### config.mk
export PLATFORM = sky130hd
export DESIGN_NAME = fb_spi_cmd_writer
export DESIGN_NICKNAME = d
export VERILOG_FILES = /design/src/rtl/fb_spi_pkg.sv /design/src/rtl/bit_sync.sv /design/src/rtl/fb_spi_cmd_writer.sv
export SDC_FILE = /design/constraint.sdc
export NUM_CORES = 1
export LEC_CHECK = 0
export ABC_AREA = 1
export BUFFER_PORTS_ARGS = -buffer_cell sky130_fd_sc_hd__buf_2
export CAP_MARGIN = 20
export CORE_MARGIN = 4
export CORE_UTILIZATION = 30
export CTS_BUF_LIST = sky130_fd_sc_hd__clkbuf_16
export CTS_CLUSTER_DIAMETER = 50
export DETAILED_ROUTE_END_ITERATION = 10
export HOLD_SLACK_MARGIN = 0.12
export PLACE_DENSITY = 0.6
export SLEW_MARGIN = 30
export SYNTH_ARGS = -nofsm -noshare
export SYNTH_HDL_FRONTEND = slang
export SYNTH_HIERARCHICAL = 1
export SYNTH_SLANG_ARGS = --single-unit
### constraint.sdc
create_clock -name clk_spi -period 2.2 [get_ports clk_spi]
set_clock_uncertainty 0.05 [all_clocks]
set_input_delay 0.11 -clock clk_spi [delete_from_list [all_inputs] [get_ports clk_spi]]
set_output_delay 0.11 -clock clk_spi [all_outputs]
set_load 0.03 [all_outputs]
### src/rtl/fb_spi_pkg.sv
// Shared opcodes, decoder states and status-byte layout for the SPI framebuffer command writer.
package fb_spi_pkg;

  localparam int unsigned FbDepth = 76800;
  localparam int unsigned AddrW   = 17;

  localparam int unsigned StatusHblankBit = 0;
  localparam int unsigned StatusVblankBit = 1;
  localparam int unsigned StatusErrBit    = 2;
  localparam int unsigned StatusVerLsb    = 4;

  typedef enum logic [7:0] {
    OpWrRgb  = 8'h01,
    OpRdRgb  = 8'h02,
    OpWrPal  = 8'h03,
    OpRdPal  = 8'h04,
    OpStatus = 8'h05
  } opcode_e;

  typedef enum logic [3:0] {
    StIdle,
    StAddr2,
    StAddr1,
    StAddr0,
    StPidx,
    StWrRgb,
    StRdRgb,
    StWrPal,
    StRdPal,
    StStatus,
    StIgnore
  } state_e;

  function automatic logic [7:0] status_byte(input logic [3:0] version, input logic err,
                                             input logic vblank, input logic hblank);
    logic [7:0] s;
    s = '0;
    s[StatusVerLsb +: 4]  = version;
    s[StatusErrBit]       = err;
    s[StatusVblankBit]    = vblank;
    s[StatusHblankBit]    = hblank;
    return s;
  endfunction

endpackage

### src/rtl/bit_sync.sv
// Multi-flop synchronizer for a single level signal entering the SPI clock domain.
module bit_sync #(
  parameter int unsigned STAGES = 2
) (
  input  logic clk_i,
  input  logic rst_ni,
  input  logic d_i,
  output logic q_o
);

  logic [STAGES-1:0] sync_q;

  always_ff @(posedge clk_i) begin
    if (!rst_ni) begin
      sync_q <= '0;
    end else begin
      sync_q <= STAGES'({sync_q, d_i});
    end
  end

  assign q_o = sync_q[STAGES-1];

endmodule

### src/rtl/fb_spi_cmd_writer.sv
// Decodes SPI command bytes into framebuffer and palette reads/writes; returns readback and
// status bytes for the SPI slave to shift out.
module fb_spi_cmd_writer
  import fb_spi_pkg::*;
#(
  parameter int unsigned FB_DEPTH    = FbDepth,
  parameter int unsigned ADDR_W      = AddrW,
  parameter int unsigned SYNC_STAGES = 2,
  parameter logic [3:0]  VERSION     = 4'h1
) (
  input  logic              clk_spi,
  input  logic              rst_n,
  input  logic              cs_n,
  input  logic [7:0]        rx_byte,
  input  logic              rx_valid,
  output logic [7:0]        tx_byte,
  output logic              tx_valid,
  output logic [ADDR_W-1:0] rgb_addr,
  output logic [7:0]        rgb_wdata,
  output logic              wren_rgb,
  input  logic [7:0]        rgb_rdata,
  output logic [7:0]        palette_addr,
  output logic [23:0]       palette_wdata,
  output logic              wren_palette,
  input  logic [23:0]       palette_rdata,
  input  logic              hblank_in,
  input  logic              vblank_in
);

  logic hblank_s, vblank_s;

  bit_sync #(
    .STAGES(SYNC_STAGES)
  ) u_sync_hblank (
    .clk_i (clk_spi),
    .rst_ni(rst_n),
    .d_i   (hblank_in),
    .q_o   (hblank_s)
  );

  bit_sync #(
    .STAGES(SYNC_STAGES)
  ) u_sync_vblank (
    .clk_i (clk_spi),
    .rst_ni(rst_n),
    .d_i   (vblank_in),
    .q_o   (vblank_s)
  );

  state_e             state_q, state_d;
  logic               op_rd_q, op_rd_d;
  logic [15:0]        addr_shift_q, addr_shift_d;
  logic [ADDR_W-1:0]  addr_q, addr_d;
  logic [7:0]         idx_q, idx_d;
  logic [1:0]         cnt_q, cnt_d;
  logic [23:0]        pal_q, pal_d;
  logic               err_q, err_d;
  logic [1:0]         pend_q, pend_d;
  logic [7:0]         tx_byte_q, tx_byte_d;
  logic               tx_valid_q, tx_valid_d;
  logic [ADDR_W-1:0]  rgb_addr_q, rgb_addr_d;
  logic [7:0]         rgb_wdata_q, rgb_wdata_d;
  logic               wren_rgb_q, wren_rgb_d;
  logic [7:0]         palette_addr_q, palette_addr_d;
  logic [23:0]        palette_wdata_q, palette_wdata_d;
  logic               wren_palette_q, wren_palette_d;

  logic [ADDR_W-1:0]  addr_loaded;
  logic               addr_oob;
  logic [ADDR_W-1:0]  addr_start;
  logic [ADDR_W-1:0]  addr_inc;

  // Upper address bits beyond ADDR_W are dropped by the truncating cast.
  assign addr_loaded = ADDR_W'({addr_shift_q, rx_byte});
  assign addr_oob    = (32'(addr_loaded) >= FB_DEPTH);
  assign addr_start  = addr_oob ? '0 : addr_loaded;
  assign addr_inc    = (addr_q == ADDR_W'(FB_DEPTH - 1)) ? '0 : addr_q + ADDR_W'(1);

  always_ff @(posedge clk_spi) begin
    if (!rst_n) begin
      state_q         <= StIdle;
      op_rd_q         <= 1'b0;
      addr_shift_q    <= '0;
      addr_q          <= '0;
      idx_q           <= '0;
      cnt_q           <= '0;
      pal_q           <= '0;
      err_q           <= 1'b0;
      pend_q          <= '0;
      tx_byte_q       <= '0;
      tx_valid_q      <= 1'b0;
      rgb_addr_q      <= '0;
      rgb_wdata_q     <= '0;
      wren_rgb_q      <= 1'b0;
      palette_addr_q  <= '0;
      palette_wdata_q <= '0;
      wren_palette_q  <= 1'b0;
    end else begin
      state_q         <= state_d;
      op_rd_q         <= op_rd_d;
      addr_shift_q    <= addr_shift_d;
      addr_q          <= addr_d;
      idx_q           <= idx_d;
      cnt_q           <= cnt_d;
      pal_q           <= pal_d;
      err_q           <= err_d;
      pend_q          <= pend_d;
      tx_byte_q       <= tx_byte_d;
      tx_valid_q      <= tx_valid_d;
      rgb_addr_q      <= rgb_addr_d;
      rgb_wdata_q     <= rgb_wdata_d;
      wren_rgb_q      <= wren_rgb_d;
      palette_addr_q  <= palette_addr_d;
      palette_wdata_q <= palette_wdata_d;
      wren_palette_q  <= wren_palette_d;
    end
  end

  always_comb begin
    state_d         = state_q;
    op_rd_d         = op_rd_q;
    addr_shift_d    = addr_shift_q;
    addr_d          = addr_q;
    idx_d           = idx_q;
    cnt_d           = cnt_q;
    pal_d           = pal_q;
    err_d           = err_q;
    pend_d          = {pend_q[0], 1'b0};
    tx_byte_d       = tx_byte_q;
    tx_valid_d      = tx_valid_q;
    rgb_addr_d      = rgb_addr_q;
    rgb_wdata_d     = rgb_wdata_q;
    wren_rgb_d      = 1'b0;
    palette_addr_d  = palette_addr_q;
    palette_wdata_d = palette_wdata_q;
    wren_palette_d  = 1'b0;

    if (cs_n) begin
      // Deselect aborts everything in flight, including a pending fetch or partial triplet.
      state_d    = StIdle;
      tx_valid_d = 1'b0;
      pend_d     = '0;
      cnt_d      = '0;
    end else begin
      // Fetch pipeline: address presented at pend[0], memory data valid at pend[1].
      if (pend_q[1]) begin
        tx_valid_d = 1'b1;
        if (state_q == StRdPal) begin
          pal_d     = palette_rdata;
          tx_byte_d = palette_rdata[23:16];
        end else begin
          tx_byte_d = rgb_rdata;
        end
      end

      if (rx_valid) begin
        unique case (state_q)
          StIdle: begin
            cnt_d = '0;
            case (rx_byte)
              OpWrRgb: begin
                op_rd_d = 1'b0;
                state_d = StAddr2;
              end
              OpRdRgb: begin
                op_rd_d = 1'b1;
                state_d = StAddr2;
              end
              OpWrPal: begin
                op_rd_d = 1'b0;
                state_d = StPidx;
              end
              OpRdPal: begin
                op_rd_d = 1'b1;
                state_d = StPidx;
              end
              OpStatus: begin
                tx_byte_d  = status_byte(VERSION, err_q, vblank_s, hblank_s);
                tx_valid_d = 1'b1;
                state_d    = StStatus;
              end
              default: state_d = StIgnore;
            endcase
          end
          StAddr2: begin
            addr_shift_d = {8'h00, rx_byte};
            state_d      = StAddr1;
          end
          StAddr1: begin
            addr_shift_d = {addr_shift_q[7:0], rx_byte};
            state_d      = StAddr0;
          end
          StAddr0: begin
            addr_d = addr_start;
            if (addr_oob) begin
              err_d = 1'b1;
            end
            if (op_rd_q) begin
              rgb_addr_d = addr_start;
              pend_d[0]  = 1'b1;
              tx_valid_d = 1'b0;
              state_d    = StRdRgb;
            end else begin
              state_d = StWrRgb;
            end
          end
          StWrRgb: begin
            wren_rgb_d  = 1'b1;
            rgb_addr_d  = addr_q;
            rgb_wdata_d = rx_byte;
            addr_d      = addr_inc;
          end
          StRdRgb: begin
            tx_valid_d = 1'b0;
            addr_d     = addr_inc;
            rgb_addr_d = addr_inc;
            pend_d[0]  = 1'b1;
          end
          StPidx: begin
            idx_d = rx_byte;
            cnt_d = '0;
            if (op_rd_q) begin
              palette_addr_d = rx_byte;
              pend_d[0]      = 1'b1;
              tx_valid_d     = 1'b0;
              state_d        = StRdPal;
            end else begin
              state_d = StWrPal;
            end
          end
          StWrPal: begin
            unique case (cnt_q)
              2'd0: begin
                pal_d[23:16] = rx_byte;
                cnt_d        = 2'd1;
              end
              2'd1: begin
                pal_d[15:8] = rx_byte;
                cnt_d       = 2'd2;
              end
              default: begin
                palette_addr_d  = idx_q;
                palette_wdata_d = {pal_q[23:8], rx_byte};
                wren_palette_d  = 1'b1;
                idx_d           = idx_q + 8'd1;
                cnt_d           = 2'd0;
              end
            endcase
          end
          StRdPal: begin
            unique case (cnt_q)
              2'd0: begin
                tx_byte_d  = pal_q[15:8];
                tx_valid_d = 1'b1;
                cnt_d      = 2'd1;
              end
              2'd1: begin
                tx_byte_d  = pal_q[7:0];
                tx_valid_d = 1'b1;
                cnt_d      = 2'd2;
              end
              default: begin
                tx_valid_d     = 1'b0;
                idx_d          = idx_q + 8'd1;
                palette_addr_d = idx_q + 8'd1;
                pend_d[0]      = 1'b1;
                cnt_d          = 2'd0;
              end
            endcase
          end
          StStatus: begin
            err_d      = 1'b0;
            tx_byte_d  = status_byte(VERSION, 1'b0, vblank_s, hblank_s);
            tx_valid_d = 1'b1;
          end
          StIgnore: ;
          default: state_d = StIdle;
        endcase
      end
    end
  end

  assign tx_byte       = tx_byte_q;
  assign tx_valid      = tx_valid_q;
  assign rgb_addr      = rgb_addr_q;
  assign rgb_wdata     = rgb_wdata_q;
  assign wren_rgb      = wren_rgb_q;
  assign palette_addr  = palette_addr_q;
  assign palette_wdata = palette_wdata_q;
  assign wren_palette  = wren_palette_q;

endmodule

==> Yosys cells after proc, flatten, opt, wreduce, memory -nomap -nowiden <==
Cells that the tools add are included.
W data, S select, Z words.
{ "totals": {"reg_bits": 140, "latchBits": 0, "ram_bits": 0, "mem_bits_ro": 0, "inputBits": 46, "elab_cells": 130, "mem_count": 0} }
{ "op_classes": {"addsub": 2, "mul": 0, "div": 0, "magnitude_cmp": 1, "eq_ne": 23, "shift": 0, "mux": 42, "bitwise": 6, "reduce_logical": 35} }
{ "op_table": {"columns": ["cell", "count"], "rows": [
  ["$mux W8", 9],
  ["$mux W17", 3],
  ["$pmux W17 S3", 1],
  ["$mux W24", 2],
  ["$pmux W8 S3", 2],
  ["$pmux W17 S2", 1],
  ["$mux W16", 2],
  ["$pmux W8 S2", 2],
  ["$pmux W4 S6", 1],
  ["$reduce_and A4 Y1", 5],
  ["$reduce_or A2 Y1", 10],
  ["$pmux W9 S2", 1],
  ["$add A17 B1 Y17 const B", 1],
  ["$eq A17 B17 Y1 const B", 1],
  ["$ge A17 B17 Y1 const B", 1],
  ["$eq A4 B3 Y1 const B", 4],
  ["$eq A8 B2 Y1 const B", 2],
  ["$eq A8 B3 Y1 const B", 2],
  ["$eq A4 B4 Y1 const B", 3],
  ["$ne A2 B2 Y1 const B", 6],
  ["$pmux W4 S3", 1],
  ["$reduce_and A3 Y1", 4],
  ["$reduce_bool A2 Y1", 6],
  ["$mux W1", 9],
  ["other kinds (20)", 30]
]} }

==> Logic depth before layout (Yosys ltp) <==
Gate-level depths: netlist (run 1).
{ "depth": {"depth_word": 6, "depth_mapped": 11} }

==> Cells and area by module <==
The synthesis (run 1) kept the hierarchy.
{ "modules_own_cells": {"columns": ["mod", "n_inst", "cells_per_inst", "area_each_um2", "seq_area_each_um2"], "rows": [
  ["fb_spi_cmd_writer", 1, 1092, 7135.6, 2722.6],
  ["bit_sync", 2, 6, 55.1, 40.0]
]} }

==> Least setup slack after synthesis (run 1) <==
No wires, ideal clock.
{ "synth_timing": {"path_kind": "reg2reg", "startpoint": "register addr_q[0]", "endpoint": "register rgb_addr_q[5] (netlist: rgb_addr[5])", "setup_ns": 0.120, "arrival_time_ns": 1.475, "required_time_ns": 2.030, "slack_ns": 0.555, "path_stages_with_launch": 10, "cell_sequence": "dfxtp_1 -> ha_1 -> nand2_1 -> nor2_1 -> nand2_1 -> nor2_1 -> nand2_1 -> buf_2 -> nand3_1 -> a21oi_1"} }
{ "synth_between": {"elab_chain_len": 3} }
{ "synth_lines": {"columns": ["item", "line", "text"], "rows": [
  ["start: declaration", "fb_spi_cmd_writer.sv:53", "logic [ADDR_W-1:0] addr_q, addr_d;"],
  ["start signal: assignment", "fb_spi_cmd_writer.sv:102", "addr_q <= addr_d;"],
  ["$add A17 B1 Y17 or $eq A17 B17 Y1 (tied branches)", "fb_spi_cmd_writer.sv:77", "assign addr_inc = (addr_q == ADDR_W'(FB_DEPTH - 1)) ? '0 : addr_q + ADDR_W'(1);"],
  ["$mux W17 *", "fb_spi_cmd_writer.sv:77", null],
  ["$pmux W17 S3 *", "fb_spi_cmd_writer.sv:157", "unique case (state_q)"],
  ["end signal: assignment", "fb_spi_cmd_writer.sv:110", "rgb_addr_q <= rgb_addr_d;"],
  ["end: declaration", "fb_spi_cmd_writer.sv:61", "logic [ADDR_W-1:0] rgb_addr_q, rgb_addr_d;"]
]} }
Every way passes the cells marked *; elsewhere a longest branch is shown, timed or not.
A chain may end at the register's enable or synchronous reset.

==> Worst setup path in the final report (run 1) <==
{ "layout_timing": {"startpoint": "register state_q[3]", "endpoint": "register tx_byte_q[2] (netlist: tx_byte[2])"} }
{ "layout_between": {"elab_chain_len": 6} }
{ "layout_lines": {"columns": ["item", "line", "text"], "rows": [
  ["start: declaration", "fb_spi_cmd_writer.sv:50", "state_e state_q, state_d;"],
  ["start signal: assignment", "fb_spi_cmd_writer.sv:81", "state_q <= StIdle;"],
  ["start signal: assignment", "fb_spi_cmd_writer.sv:99", "state_q <= state_d;"],
  ["$eq A4 B4 Y1", "fb_spi_cmd_writer.sv:148, fb_spi_cmd_writer.sv:157", null],
  ["$mux W8", "fb_spi_cmd_writer.sv:148", "if (state_q == StRdPal) begin"],
  ["$mux W8", "fb_spi_cmd_writer.sv:146", "if (pend_q[1]) begin"],
  ["$pmux W8 S2 or $mux W8 (tied branches)", "fb_spi_cmd_writer.sv:251, fb_spi_cmd_writer.sv:160", null],
  ["$pmux W8 S3", "fb_spi_cmd_writer.sv:157", null],
  ["$mux W8 *", "fb_spi_cmd_writer.sv:156", "if (rx_valid) begin"],
  ["end signal: assignment", "fb_spi_cmd_writer.sv:108", "tx_byte_q <= tx_byte_d;"],
  ["end: declaration", "fb_spi_cmd_writer.sv:59", "logic [7:0] tx_byte_q, tx_byte_d;"]
]} }
Marked as above.

==> impl_summary.txt, run 1 <==
----------------------------------------------------
[Run status]
  Outcome ... finished clean

[Synthesis]
  Flip-flop and latch count after synthesis ... between 100 and 150
  Sequential element share of the synthesized area ... 0.387
  Post-synthesis instance area ... just over 0.007 mm2
  Share of async-settable or async-resettable flops after synthesis ... 0
  Yosys top cell area share ... 0.387
  Top post-synthesis cells by area ... sky130_fd_sc_hd__dfxtp_1 39%, sky130_fd_sc_hd__nand2_1 13%, sky130_fd_sc_hd__o21ai_0 7.9%
  Total nets after synthesis ... 1152
  Ys Warns ... 6
  Gate Count Post-Synth ... between 1000 and 1500
  Yosys cell types ... 39
  Count of flip-flops with a built-in enable after synthesis ... 0
  Leading area contributor after synthesis ... sky130_fd_sc_hd__dfxtp_1
  Dominant register cell in the synthesized netlist ... sky130_fd_sc_hd__dfxtp_1
  Avg Synthesized Cell Area ... 6.56 um2

[Timing]
  Worst slew margin relative to its limit ... 0.680
  Number of hold violations in the final report ... 0
  Post-route setup TNS ... 0 ps
  Hold Worst Slack ... 138 ps
  Shortest clock period the worst path allows after layout ... 1990 ps
  Maximum frequency from static timing analysis ... 501 MHz
  Setup repair after global routing missed its margin ... false
  Final setup vio count ... 0
  Tcrit/Tclk final ... 0.906
  Count of final max-slew check failures ... 0
  Pin slew with the least headroom to its limit ... 478 ps

[Min path]
  HP Class ... primary input to flop

[Placed design]
  Port Buffers ... around 110
  Final Wtd Congestion ... 0.956
  Number of cells after detailed placement ... 1517
  Half-perimeter wire length of the detailed placement result ... 18000 um

[Worst setup path]
  Top fanout value on the critical path ... 22
  Setup crit start kind ... flop
  Crit path cell chain ... inv_1, nor2_1, nand2_2, nor2_4, buf_4, nand2_1, nand3_1, nand2_1, nand3_1, nand2_1, inv_1
  Capturing element of the worst setup path ... tx_byte[2]
  Delay-heaviest family, CP ... simple AND/OR/NAND/NOR gates
  Type of the setup path with the least slack ... flop to flop
  Worst R2R Setup Slack ... 210 ps
  Critical Path Sink Type ... flop
  Crit-path max cell delay ... 450 ps
  Endpoint of the lowest-slack register-to-register path ... tx_byte[2]
  Standard cell with the maximum stage delay on the critical path ... sky130_fd_sc_hd__dfxtp_1
  Worst R2R Start ... state_q[3]
  Stages on the worst setup path ... 11
  Critical path origin ... state_q[3]
  Buffers plus inverters on the worst setup path ... 3
  Arr. time, crit path ... 2320 ps
  Depth of the worst register-to-register path ... 11
  Worst Path Required ... 2530 ps
  Crit path top cell by count ... sky130_fd_sc_hd__nand2_1

[Route]
  Average wire per cell in the routed design ... 15.7 um
  Number of iterations in the first detailed-routing pass ... 5
  Residual antenna-violating net count after detailed routing ... 0
  DR DRC count ... 0
  Mean number of vias per cell ... slightly below 5
  Vias after detailed routing ... 7785
  Iteration-0 DRC count of the detailed router ... 602
  Total detailed-routing wirelength ... 24900 um

[Final layout]
  Fill cell total of the finished layout ... roughly 2500
  Final core utilization ... 0.390
  Finished Layout Cells ... 1592
  Commonest non-fill, non-tap cells in the layout ... 243 x sky130_fd_sc_hd__nand2_1, 145 x sky130_fd_sc_hd__nor2_1, 140 x sky130_fd_sc_hd__dfxtp_1, 114 x sky130_fd_sc_hd__o21ai_0, 113 x sky130_fd_sc_hd__buf_2
  Leading cell type in the layout, fill and taps excluded ... sky130_fd_sc_hd__nand2_1
  Number of inserted diodes ... 0
  Number of nets in the layout ... 1308
  Area added between synthesis and finish ... 27.2%
  Fraction of layout instances using a drive strength above 1 ... 0.161

[Power]
  IR Drop Worst-Case VDD ... 0.000528 V
  Cell Pwr Density ... between 600 and 700 mW/mm2
  Leakage power summed over all cells ... 4.07 nW

[Floorplanning]
  Area of the die ... 0.0267 mm2
  Std cell rows ... 56
  Total I/O pin count ... between 100 and 150
  Overall die width ... ~160 um
  Initial core utilization ... 0.307
  Height of the chip ... around 160 um
  Area of the placeable core ... 0.0236 mm2

[Global routing]
  First-pass GRT wire length ... about 40000 um
  Maximum number of pins on one net before global-route repair ... 47
  Vias in the first global route ... 7468
  Antenna violations before repair ... 0
  Remaining global-route overflow ... 0
  Total global-route track usage ... 0.189

[Clocking]
  Root Buffer Master ... sky130_fd_sc_hd__clkbuf_16
  Insertion delay to the later sink of the worst-skew pair ... 430 ps
  Max H-tree Level ... 4
  # clock sinks ... 140
  Post CTS Setup Buffer Count ... 0
  Clock input transition at the sequential cells of the worst setup and hold paths ... 60 ps
  CTS tree ... built
  Buffer levels on the longest clock path ... 2
  Number of buffers created by CTS ... 17

[Flow run]
  Max-capacitance violation count ... 0

----------------------------------------------------
==> report_power, final <==
| group | total [mW] | leakage, nW | internal (mW) | switching [mW] |
|---|---|---|---|---|
| combinational | 0.469 | 2.66 | 0.175 | 0.294 |
| sequential | 2.58 | 1.13 | 2.56 | 0.0195 |
| clock | 2.88 | 0.272 | 1.60 | 1.28 |
==> metal layers <==
layer,routed length [um],global-route usage,vias up
met4,583,0.0675,0
li1,-,-,3973
met3,1550,0.0429,43
met1,11400,0.257,3527
met2,11400,0.293,242
met5,0,0,-
==> cells in the mapped netlist, types with 3 or more instances <==
cell type	instances
sky130_fd_sc_hd__a31oi_1	5
sky130_fd_sc_hd__a21oi_1	100
sky130_fd_sc_hd__o21ai_1	15
sky130_fd_sc_hd__nor2_4	6
sky130_fd_sc_hd__nand2_1	244
sky130_fd_sc_hd__buf_2	20
sky130_fd_sc_hd__nor2_1	145
sky130_fd_sc_hd__o211ai_1	14
sky130_fd_sc_hd__o21a_1	3
sky130_fd_sc_hd__o22ai_1	14
sky130_fd_sc_hd__buf_1	3
sky130_fd_sc_hd__clkbuf_1	18
sky130_fd_sc_hd__xor2_1	9
sky130_fd_sc_hd__inv_1	100
sky130_fd_sc_hd__o21ai_0	114
sky130_fd_sc_hd__nand3_1	82
sky130_fd_sc_hd__buf_4	6
sky130_fd_sc_hd__nor3_1	13
sky130_fd_sc_hd__nand2_2	7
sky130_fd_sc_hd__nand4_1	15
sky130_fd_sc_hd__inv_2	8
sky130_fd_sc_hd__dfxtp_1	140
==> worst register-to-register path, stage by stage (launching register included) <==
cell and delay, ps:
sky130_fd_sc_hd__dfxtp_1 450, sky130_fd_sc_hd__inv_1 90, sky130_fd_sc_hd__nor2_1 150, sky130_fd_sc_hd__nand2_2 260, sky130_fd_sc_hd__nor2_4 160, sky130_fd_sc_hd__buf_4 250, sky130_fd_sc_hd__nand2_1 180, sky130_fd_sc_hd__nand3_1 120
sky130_fd_sc_hd__nand2_1 60, sky130_fd_sc_hd__nand3_1 80, sky130_fd_sc_hd__nand2_1 50, sky130_fd_sc_hd__inv_1 40
==> cells by family (layout without fill, tap and decap cells) <==
family,Yosys count,count (layout),synth area share
AO/OA/AOI/OAI,275,275,0.203
XOR/XNOR,10,10,0.0121
adder cells (fa/ha/maj),2,2,0.00345
buffers and inverters,159,328,0.0903
flip-flops,140,140,0.387
AND/OR/NAND/NOR,518,518,0.304
==> worst min path at each step <==
stage	from	end	slack (ps)	cells after the start
floorplan	hblank_in	u_sync_hblank/sync_q[0]	150	2
global placement	vblank_in	u_sync_vblank/sync_q[0]	240	3
detailed placement	vblank_in	u_sync_vblank/sync_q[0]	250	3
CTS	cs_n	err_q	120	4
global route	cs_n	wren_palette	150	4
finish	cs_n	op_rd_q	140	4
==> flip-flops by register name, summed over array words and instances, names as in the netlist, 9 cells and up <==
register       count
pal_q             24
palette_wdata     24
addr_q            17
rgb_addr          17
addr_shift_q       9
==> repair_timing <==
item,4_1_cts,5_1_grt
setup endpoints to repair,0,8
hold buffers,43,0
resized for setup,0,1
endpoints found under the hold margin,57,0
==> through the flow <==
step	setup slack [ps]	power [mW]	area (um2)
floorplan	555	2.87	7250
global placement	274	3.04	8210
detailed placement	205	3.04	8210
CTS	169	5.97	9210
global route	32.3	6.15	9220
finish	206	5.92	9220
==> layout make-up <==
class                   instances  area, um2  area share
multi-input cells             805       3790       0.411
flip-flops and latches        140       2800       0.304
repair buffers                185       1230       0.133
clock buffers                  17        425      0.0462
inverters                     111        419      0.0455
well taps                     319        399      0.0433
clock inverters                15        153      0.0166
(Power assumes the default switching activity.)
==> inputs of run 2 (changes only) <==
- BUFFER_PORTS_ARGS: -buffer_cell sky130_fd_sc_hd__buf_2 -> -buffer_cell sky130_fd_sc_hd__clkbuf_2
==> run 2 against run 1 <==
Net effect:
- non-clock buffer count unchanged
- power down 0.81%
- count of clock-buffer cells in the layout unchanged
- critical path depth decreased by 1
- sequential power hardly changed
- cell count did not move
- sequential share of layout area about the same
- utilization increased by 0.053 points
- highest routed layer unchanged
==> impl_summary.txt, run 2 (synthesis results as in run 1) <==
----------------------------------------------------
[Worst setup path]
  Arr. time, crit path ... between 2000 and 2500 ps
  Setup crit start kind ... flop
  Depth of the worst register-to-register path ... 10
  Top fanout value on the critical path ... 22
  Standard cell with the maximum stage delay on the critical path ... sky130_fd_sc_hd__dfxtp_1
  Crit-path max cell delay ... between 400 and 500 ps
  Type of the setup path with the least slack ... flop to flop
  Crit path top cell by count ... sky130_fd_sc_hd__nand2_1
  Critical Path Sink Type ... flop
  Crit path cell chain ... inv_1, nor2_1, nand2_4, nor2_4, buf_4, nand2_1, o211ai_1, o21ai_0, nand2_1, nand2_1
  Worst Path Required ... 2470 ps

[Timing]
  Shortest clock period the worst path allows after layout ... 2000 ps
  Tcrit/Tclk final ... 0.909
  Number of hold violations in the final report ... 0
  Final setup vio count ... 0
  Count of final max-slew check failures ... 0
  Post-route setup TNS ... 0 ps
  Final setup slack of the worst path ... between 200 and 250 ps
  Worst slew margin relative to its limit ... 0.679
  Pin slew with the least headroom to its limit ... 481 ps
  Setup repair after global routing missed its margin ... false
  Maximum frequency from static timing analysis ... between 500 and 600 MHz

[Placed design]
  Half-perimeter wire length of the detailed placement result ... 17900 um
  Port Buffers ... ~110
  Final Wtd Congestion ... around 0.95
  Number of cells after detailed placement ... 1519
  Post-placement worst setup slack ... 175 ps

[Final layout]
  Commonest non-fill, non-tap cells in the layout ... 243 x sky130_fd_sc_hd__nand2_1, 145 x sky130_fd_sc_hd__nor2_1, 140 x sky130_fd_sc_hd__dfxtp_1, 114 x sky130_fd_sc_hd__o21ai_0, 113 x sky130_fd_sc_hd__clkbuf_2
  Final core utilization ... 0.391
  Area added between synthesis and finish ... 27.4%
  Number of nets in the layout ... 1308
  Leading cell type in the layout, fill and taps excluded ... sky130_fd_sc_hd__nand2_1
  Fraction of layout instances using a drive strength above 1 ... 0.163
  Number of inserted diodes ... 0
  Finished Layout Cells ... 1592
  Fill cell total of the finished layout ... 2487

[Global routing]
  Antenna violations before repair ... 0
  First-pass GRT wire length ... 38800 um
  Met2 Use GR ... 0.290
  Met1 global-route usage ... 0.251
  Vias in the first global route ... between 7000 and 8000
  GR Util met3 ... 0.0331
  Layer carrying the most global-route usage ... met2
  Remaining global-route overflow ... 0
  Maximum number of pins on one net before global-route repair ... 47
  Total global-route track usage ... 0.182

[Route]
  Vias after detailed routing ... 7782
  Total detailed-routing wirelength ... 24200 um
  Residual antenna-violating net count after detailed routing ... 0
  Average wire per cell in the routed design ... 15.2 um
  Number of iterations in the first detailed-routing pass ... 6
  DR DRC count ... 0
  Mean number of vias per cell ... 4.89
  Iteration-0 DRC count of the detailed router ... slightly above 500

[Clocking]
  Insertion delay to the later sink of the worst-skew pair ... 430 ps
  # clock sinks ... 140
  Root Buffer Master ... sky130_fd_sc_hd__clkbuf_16
  Number of buffers created by CTS ... 17
  Buffer levels on the longest clock path ... 2
  Clock input transition at the sequential cells of the worst setup and hold paths ... 70 ps
  Max H-tree Level ... 4
  CTS tree ... built

[Min path]
  Worst hold path stage count ... 7
  HP Class ... primary input to flop

[Run status]
  Outcome ... finished clean

[Power]
  Cell Pwr Density ... 636 mW/mm2
  Leakage power summed over all cells ... about 4.0 nW
  Design Power ... 5.87 mW
  IR Drop Worst-Case VDD ... 0.000511 V

[Floorplanning]
  Total I/O pin count ... 114
  Initial core utilization ... 0.307
  Area of the die ... between 0.02 and 0.03 mm2
  Area of the placeable core ... ~0.024 mm2
  Overall die width ... 163 um
  Height of the chip ... 163 um
  Std cell rows ... 56

[Flow run]
  Max-capacitance violation count ... 0

----------------------------------------------------
[run 2: cell types whose count changed in the layout (fill, tap and decap cells not counted), sizes merged]
| cell | change |
|---|---|
| clkbuf | +113 |
| buf | -111 |
| clkinv | +3 |
| dlygate4sd3 | -2 |
| inv | -2 |
| clkinvlp | -1 |
[run 2: critical path, delay by kind of cell, from the launching register on]
family	cells	cell delay, ps
AO/OA/AOI/OAI	2	240
buffers and inverters	2	330
flip-flops	1	450
AND/OR/NAND/NOR	6	810
[run 2: final timing paths]
| check | start | end | slack [ps] |
|---|---|---|---|
| setup / recovery | state_q[3] | pal_q[23] | 200 |
| hold / removal | palette_rdata[21] | pal_q[21] | 140 |
| setup reg to reg | state_q[3] | pal_q[23] | 200 |
| hold reg to reg | pend_q[0] | pend_q[1] | 360 |
[run 2: layout make-up]
type | count | area, um2 | area share
flip-flops and latches | 140 | 2800 | 0.304
inverters | 111 | 419 | 0.0454
repair buffers | 185 | 1230 | 0.134
well taps | 319 | 399 | 0.0432
clock inverters | 15 | 153 | 0.0165
clock buffers | 17 | 425 | 0.0461
multi-input cells | 805 | 3800 | 0.411
[run 2: what timing repair did]
item / CTS / global route
gates resized for setup: 0 / 2
hold buffers: 41 / 0
setup endpoints to repair: 0 / 14
endpoints found under the hold margin: 46 / 0
buffers inserted: 0 / 0
[run 2: metrics by stage]
step / hold WS (ps) / cell area [um2]
after global placement: 245 / 8230
after global routing: 180 / 9230
after floorplan: 153 / 7250
after detailed placement: 253 / 8230
final: 139 / 9230
after CTS: 122 / 9220
[run 2: report_power, final]
group          leakage, nW  switching (mW)  total [mW]  internal (mW)
Sequential            1.13          0.0201        2.58           2.56
Combinational         2.62           0.292       0.469          0.177
Clock                0.277            1.23        2.83           1.59
Total                 4.03            1.55        5.87           4.33
[run 2: routing by layer]
metal,vias to the layer above,wire [um]
li1,3953,-
met1,3553,11300
met2,241,11000
met3,35,1340
met4,0,499
met5,-,0
==> inputs of run 3 (changes only) <==
- ABC_CLOCK_PERIOD_IN_PS: not set -> 2200
- CELL_PAD_IN_SITES_DETAIL_PLACEMENT: not set -> 0
- CELL_PAD_IN_SITES_GLOBAL_PLACEMENT: not set -> 1
- PLACE_DENSITY: 0.6 -> 0.75
- SLEW_MARGIN: 30 -> 20
==> run 3 against run 2 <==
Net effect:
- cell count is 0.19% lower
- non-clock buffer count is 3 lower
- routed wire length is 4.0% higher
- critical path depth stayed put
- clock power is 2% higher
- worst setup slack worse by 1.6 ps
- cell area is 0.35% lower
- critical endpoint unchanged
- largest cell class unchanged
- largest power group unchanged
==> impl_summary.txt, run 3 (synthesis results as in run 1) <==
----------------------------------------------------
[Timing]
  Shortest clock period the worst path allows after layout ... 2000 ps
  Worst slew margin relative to its limit ... 0.580
  Count of final max-slew check failures ... 0
  Final setup vio count ... 0
  Pin slew with the least headroom to its limit ... 630 ps
  Number of hold violations in the final report ... 0
  Hold Worst Slack ... approximately 130 ps
  Post-route setup TNS ... 0 ps
  Tcrit/Tclk final ... 0.910
  Setup repair after global routing missed its margin ... false
  Maximum frequency from static timing analysis ... ~500 MHz

[Worst setup path]
  Type of the setup path with the least slack ... flop to flop
  Critical Path Sink Type ... flop
  Endpoint of the lowest-slack register-to-register path ... pal_q[23]
  Setup crit start kind ... flop
  Crit path top cell by count ... sky130_fd_sc_hd__nand2_1
  Standard cell with the maximum stage delay on the critical path ... sky130_fd_sc_hd__dfxtp_1
  Crit path cell chain ... inv_1, nor2_1, nand2_4, nor2_4, buf_4, nand2_1, o211ai_1, o21ai_0, nand2_1, nand2_1
  Crit-path max cell delay ... 450 ps
  Worst R2R Setup Slack ... about 200 ps
  Depth of the worst register-to-register path ... 10
  Arr. time, crit path ... about 2300 ps
  Worst Path Required ... 2470 ps
  Top fanout value on the critical path ... 20
  Worst R2R Start ... state_q[3]

[Power]
  Cell Pwr Density ... roughly 640 mW/mm2
  Leakage power summed over all cells ... 4.02 nW
  IR Drop Worst-Case VDD ... around 0.00053 V

[Final layout]
  Number of inserted diodes ... 0
  Fraction of layout instances using a drive strength above 1 ... 0.161
  Final standard cell area without fillers ... 0.00920 mm2
  Commonest non-fill, non-tap cells in the layout ... 243 x sky130_fd_sc_hd__nand2_1, 145 x sky130_fd_sc_hd__nor2_1, 140 x sky130_fd_sc_hd__dfxtp_1, 114 x sky130_fd_sc_hd__o21ai_0, 112 x sky130_fd_sc_hd__clkbuf_2
  Number of nets in the layout ... ~1300
  Leading cell type in the layout, fill and taps excluded ... sky130_fd_sc_hd__nand2_1
  Area added between synthesis and finish ... 26.9%
  Finished Layout Cells ... 1589

[Clocking]
  Insertion delay to the later sink of the worst-skew pair ... 430 ps
  Clock input transition at the sequential cells of the worst setup and hold paths ... 70 ps
  Number of buffers created by CTS ... 17
  CTS tree ... built
  # clock sinks ... between 100 and 150
  Buffer levels on the longest clock path ... 2
  Root Buffer Master ... sky130_fd_sc_hd__clkbuf_16
  Max H-tree Level ... 4

[Placed design]
  Final Wtd Congestion ... 0.930
  Half-perimeter wire length of the detailed placement result ... 18500 um
  Cell area reported after detailed placement ... about 0.008 mm2
  Port Buffers ... between 100 and 150
  Number of cells after detailed placement ... 1517

[Run status]
  Outcome ... finished clean

[Global routing]
  Vias in the first global route ... 7482
  First-pass GRT wire length ... 40200 um
  Maximum number of pins on one net before global-route repair ... 63
  Total global-route track usage ... 0.190
  Remaining global-route overflow ... 0
  Antenna violations before repair ... 0

[Floorplanning]
  Total I/O pin count ... 114
  Area of the placeable core ... 0.0236 mm2
  Area of the die ... 0.0267 mm2
  Height of the chip ... 163 um
  Std cell rows ... between 50 and 60
  Initial core utilization ... 0.307
  Overall die width ... 163 um

[Min path]
  WHS Endpoint ... tx_byte[7]
  HP Class ... primary input to flop
  Worst hold path stage count ... 7
  Hold_sp ... palette_rdata[23]

[Route]
  Iteration-0 DRC count of the detailed router ... 540
  Vias after detailed routing ... 7805
  Residual antenna-violating net count after detailed routing ... 0
  Mean number of vias per cell ... 4.91
  Total detailed-routing wirelength ... ~25000 um
  Number of iterations in the first detailed-routing pass ... 5
  DR DRC count ... 0
  Average wire per cell in the routed design ... between 15 and 20 um

[Flow run]
  Max-capacitance violation count ... 0

----------------------------------------------------
==> run 3: cell type report <==
| type | instances | area (um2) |
|---|---|---|
| clock inverter | 15 | 158 |
| multi-input combinational | 805 | 3800 |
| timing repair buffer | 182 | 1200 |
| inverter | 111 | 419 |
| fill | 2615 | 14400 |
| tap | 319 | 399 |
| clock buffer | 17 | 425 |
| sequential | 140 | 2800 |
==> run 3: per-layer routing <==
| layer | wire (um) | vias to the layer above | global-route usage |
|---|---|---|---|
| met4 | 448 | 0 | 0.0515 |
| met5 | 0 | - | 0 |
| met2 | 11400 | 198 | 0.305 |
| met1 | 12100 | 3631 | 0.264 |
| met3 | 1230 | 28 | 0.0331 |
| li1 | - | 3948 | - |
==> run 3: worst max-delay path, delay by kind of cell, from the launching register on <==
| kind | cells | cell delay (ps) |
|---|---|---|
| buffers and inverters | 2 | 350 |
| flip-flops | 1 | 450 |
| AND/OR/NAND/NOR | 6 | 830 |
| AO/OA/AOI/OAI | 2 | 210 |
==> run 3: worst max-delay path by stage <==
stage | slack (ps) | depth (start not counted) | start | end
after floorplan | 560 | 9 | addr_q[0] | rgb_addr[5]
after CTS | 160 | 10 | state_q[3] | pal_q[23]
after detailed placement | 180 | 10 | state_q[3] | pal_q[23]
after global routing | 10 | 10 | state_q[3] | pal_q[23]
final | 200 | 10 | state_q[3] | pal_q[23]
after global placement | 210 | 10 | state_q[3] | pal_q[23]
==> run 3: power breakdown <==
| group | internal [mW] | switching (mW) | total [mW] |
|---|---|---|---|
| sequential | 2.56 | 0.0184 | 2.57 |
| clock | 1.60 | 1.29 | 2.89 |
| combinational | 0.172 | 0.295 | 0.467 |
| total | 4.33 | 1.60 | 5.93 |
==> run 3: per-stage QoR <==
stage	setup WS, ps	utilization	total power, mW
floorplan	555	-	2.87
global placement	206	0.347	3.04
detailed placement	177	0.347	3.04
CTS	162	0.389	5.98
global route	10.9	0.389	6.15
finish	199	0.389	5.93
==> run 3: repair_timing <==
action,in CTS,in global routing
buffers inserted,0,0
endpoints found under the setup margin,0,23
hold endpoints to repair,44,0
gates resized for setup,0,2
hold buffers,40,0
